### config.mk
export PLATFORM = sky130hd
export DESIGN_NAME = fetch_unit
export DESIGN_NICKNAME = d
export VERILOG_FILES = /design/src/rtl/fetch_unit.sv
export SDC_FILE = /design/constraint.sdc
export NUM_CORES = 1
export LEC_CHECK = 0
export BUFFER_PORTS_ARGS = -buffer_cell sky130_fd_sc_hd__buf_2
export CAP_MARGIN = 20
export CORE_UTILIZATION = 45
export DETAILED_ROUTE_END_ITERATION = 12
export GPL_ROUTABILITY_DRIVEN = 0
export PLACE_DENSITY = 0.77
export SLEW_MARGIN = 30
export SYNTH_ARGS = -nofsm -noshare
export SYNTH_HDL_FRONTEND = slang
export SYNTH_SLANG_ARGS = --single-unit
### constraint.sdc
create_clock -name clock -period 1.8 [get_ports clock]
set_input_delay 0.36 -clock clock [delete_from_list [all_inputs] [get_ports clock]]
set_output_delay 0.36 -clock clock [all_outputs]
set_load 0.03 [all_outputs]
### src/rtl/fetch_unit.sv
// Instruction fetch unit: IDLE/FETCH/EXEC/HALTED sequencer that owns the PC and instruction register.
// Optional fetch watchdog enabled by defining FETCH_TIMEOUT_EN.
module fetch_unit #(
    parameter int unsigned        ADDR_W   = 4,
    parameter logic [ADDR_W-1:0]  RESET_PC = '0
) (
    input  logic              clock,
    input  logic              reset_n,
    input  logic              start_stop,
    output logic              mem_req,
    output logic [ADDR_W-1:0] mem_addr,
    input  logic              mem_ack,
    input  logic [ADDR_W+3:0] mem_data,
    output logic              w,
    output logic              x,
    output logic              y,
    output logic              z,
    output logic [ADDR_W-1:0] operand,
    output logic              instr_valid,
    input  logic              instr_done,
    input  logic              jump_en,
    input  logic              halt,
    output logic [ADDR_W-1:0] pc,
    output logic              fault
);

    typedef enum logic [1:0] {
        IDLE   = 2'd0,
        FETCH  = 2'd1,
        EXEC   = 2'd2,
        HALTED = 2'd3
    } state_t;

    state_t              state_q;
    logic [ADDR_W-1:0]   pc_q;
    logic [ADDR_W-1:0]   pc_d;
    logic [ADDR_W+3:0]   ir_q;
    logic                mem_req_q;
    logic                instr_valid_q;

`ifdef FETCH_TIMEOUT_EN
    logic [3:0]          tmo_q;
    logic                fault_q;
    assign fault = fault_q;
`else
    assign fault = 1'b0;
`endif

    // Halt outranks jump; the increment wraps naturally at the register width.
    always_comb begin
        pc_d = pc_q;
        if (state_q == FETCH && mem_ack) begin
            pc_d = pc_q + 1'b1;
        end else if (state_q == EXEC && instr_done && !halt && jump_en) begin
            pc_d = ir_q[ADDR_W-1:0];
        end
    end

    always_ff @(posedge clock or negedge reset_n) begin
        if (!reset_n) begin
            state_q       <= IDLE;
            pc_q          <= RESET_PC;
            ir_q          <= '0;
            mem_req_q     <= 1'b0;
            instr_valid_q <= 1'b0;
`ifdef FETCH_TIMEOUT_EN
            tmo_q         <= '0;
            fault_q       <= 1'b0;
`endif
        end else begin
            pc_q <= pc_d;
            case (state_q)
                IDLE: begin
                    if (start_stop) begin
                        state_q   <= FETCH;
                        mem_req_q <= 1'b1;
`ifdef FETCH_TIMEOUT_EN
                        tmo_q     <= '0;
`endif
                    end
                end
                FETCH: begin
                    if (mem_ack) begin
                        ir_q          <= mem_data;
                        state_q       <= EXEC;
                        mem_req_q     <= 1'b0;
                        instr_valid_q <= 1'b1;
`ifdef FETCH_TIMEOUT_EN
                    end else if (tmo_q == 4'd14) begin
                        // Fifteenth unanswered FETCH cycle: give up.
                        state_q   <= HALTED;
                        mem_req_q <= 1'b0;
                        fault_q   <= 1'b1;
                        tmo_q     <= 4'd15;
                    end else begin
                        tmo_q <= tmo_q + 4'd1;
`endif
                    end
                end
                EXEC: begin
                    if (instr_done) begin
                        instr_valid_q <= 1'b0;
                        if (halt) begin
                            state_q <= HALTED;
                        end else if (start_stop) begin
                            state_q   <= FETCH;
                            mem_req_q <= 1'b1;
`ifdef FETCH_TIMEOUT_EN
                            tmo_q     <= '0;
`endif
                        end else begin
                            state_q <= IDLE;
                        end
                    end
                end
                HALTED: begin
                    state_q <= HALTED;
                end
                default: begin
                    state_q <= IDLE;
                end
            endcase
        end
    end

    assign mem_req     = mem_req_q;
    assign mem_addr    = pc_q;
    assign pc          = pc_q;
    assign instr_valid = instr_valid_q;
    assign operand     = ir_q[ADDR_W-1:0];
    assign w           = ir_q[ADDR_W+3];
    assign x           = ir_q[ADDR_W+2];
    assign y           = ir_q[ADDR_W+1];
    assign z           = ir_q[ADDR_W];

endmodule

==> metrics.txt <==
die area=1890 sq um; std cell rows=14; synth warn=0; core area=1560 sq um; H-Tree Depth=1; commonest non-fill, non-tap cell in the layout=buf_2; pwr dens=1600 nW/um^2; initial antenna violation count=0; width of the die=43.4 um; sequential share of the synthesized area=51.9%; Die Y=43.4 um; clock buffer count from CTS=3; CP Data Arrival Time=1.71 ns; via count=612; # setup viols final=0; Syn Nets=87; Pins Over Slew Limit=0; post-synth top area share=51.9%; fin nets=119; RSZ-0062 raised after global routing=false; leading area contributor after synthesis=dfrtp_1; Fmax achieved=648 MHz; Setup CP Type=register to register; drt first-iter violations=5; area delta synth->final=21.9%; setup tns final=0 ns; drt first pass iters=7; Final Skew=0.00154 ns; final hold viol count=0; crit path max fanout=7; CP Launch Type=register; Starting Density=49.5%; GR Util All Layers=16.4%; DRC=3; DR WL/cell=11.5 um; syn avg cell area=10.9 sq um; Worst Hold Class=primary input to register; CTS Sinks=16; clock root cell=clkbuf_4; hold path depth=2; CTS clk-pin slew, worst paths=0.08 ns; Tot Pwr=1.51 mW; post-CTS setup buffers=0; flop and latch count out of synthesis=16; failing checks=DRC; maxcap violations=0; Antenna Diode Count=0; Mapped Cells=71; Register Area=400 sq um; largest net degree at the start of global routing=17; Cell variety after synth=22; placed wire-length estimate=1040 um; TritonCTS clock tree=done; first-pass GRT wire length=2310 um; Period Utilization, post-route=85.8%; FF-to-FF path depth=4; Routed WL=1350 um; I/O pins=34; Routed Antenna Nets=0; CTS max path bufs=2; footprint of the multi-input gates=298 sq um; routed vias/inst=5.23; most frequent cells in the layout=buf_2 (32), dfrtp_1 (16), a21oi_1 (9), mux2_2 (8), nor2_1 (5); Peak VDD IR=0.719 mV; # fillers=140; Port Buffers=32; static leakage=0.493 nW; status=finished with violations; number of global-route vias before repair=540; mapped cell area=772 sq um; worst-skew pair later-pin latency=0.27 ns; grt ovf=0; layout cell share with drive strength beyond 1=46.5%; synth top area cells=dfrtp_1 (52%), mux2_2 (12%), a21oi_1 (5.8%); Critical Path Sink Type=register; post-layout min period=1.54 ns; CP required=1.97 ns
through the flow:
step	setup WS [ns]	utilization [%]	hold WS, ns	instances	instance area, sq um
6_report	0.256	60.4	0.311	117	941
5_1_grt	0.179	60.4	0.307	117	941
4_1_cts	0.262	60.4	0.304	117	941
3_5_place_dp	0.253	58.3	0.291	113	908
3_3_place_gp	0.298	58.3	0.287	113	908
2_1_floorplan	0.267	-	0.0644	71	772
path summary, 6_finish.rpt:
| path | start | endpoint | slack [ns] |
|---|---|---|---|
| worst min register to register | ir_q[7] | ir_q[7] | 0.50 |
| worst max register to register | state_q[1] | mem_addr[2] | 0.26 |
| worst min-delay path | mem_data[7] | ir_q[7] | 0.31 |
| worst max-delay path | state_q[1] | mem_addr[2] | 0.26 |
| max in group asynchronous | reset_n | mem_req | 1.04 |
| min in group asynchronous | reset_n | mem_addr[3] | 0.51 |
kinds of logic after synthesis:
group / share of synthesized area (%)
buffers and inverters: 9.56
AND/OR/NAND/NOR: 8.91
multiplexers: 13.0
AO/OA/AOI/OAI: 14.6
adder cells (fa/ha/maj): 1.62
other: 0.486
flip-flops: 51.9
sequential cells by signal, indices dropped and copies added (netlist names):
signal,flops
instr_valid,1
ir_q,8
mem_addr,4
mem_req,1
state_q,2
where the power goes:
group	internal (mW)	switching, mW	total [mW]
registers	0.490	0.111	0.601
clock network	0.0775	0.100	0.178
logic	0.236	0.492	0.727
routing by layer:
layer | track usage (%) | vias up | wire length (um)
li1 | - | 303 | -
met1 | 22.3 | 283 | 648
met2 | 26.1 | 26 | 615
met3 | 2.50 | 0 | 85
met4 | 7.50 | 0 | 0
met5 | 0 | - | 0
Yosys cell counts:
| cell type | instances |
|---|---|
| nand3b_1 | 1 |
| dfrtp_1 | 16 |
| o21a_1 | 2 |
| nand4_1 | 1 |
| o22a_1 | 2 |
| buf_6 | 1 |
| nor2_1 | 5 |
| nand2_2 | 1 |
| mux2i_1 | 1 |
| buf_2 | 2 |
| ha_1 | 1 |
| inv_1 | 4 |
| o21ai_0 | 4 |
| a21oi_1 | 9 |
| o221ai_1 | 1 |
| buf_4 | 5 |
| conb_1 | 1 |
| nand2_1 | 3 |
| mux2_2 | 8 |
| or4b_4 | 1 |
| nand3_1 | 1 |
| a31oi_1 | 1 |
area by class of cell:
type                            instances  area share [%]
Timing Repair Buffer                   35            19.7
Tap cell                               16            2.13
Clock buffer                            3            2.39
Sequential cell                        16            42.6
Multi-Input combinational cell         43            31.6
Inverter                                4            1.60
critical path, stage by stage (launching register included):
cell and delay, ns:
dfrtp_1 0.45, nand2_2 0.08, or4b_4 0.58, o22a_1 0.22
o21a_1 0.10
repair_timing:
action	CTS	global route
hold buffers	1	0
endpoints found under the hold margin	16	0
gates resized for setup	0	0
Note: power is estimated with default switching activity, not from simulation.
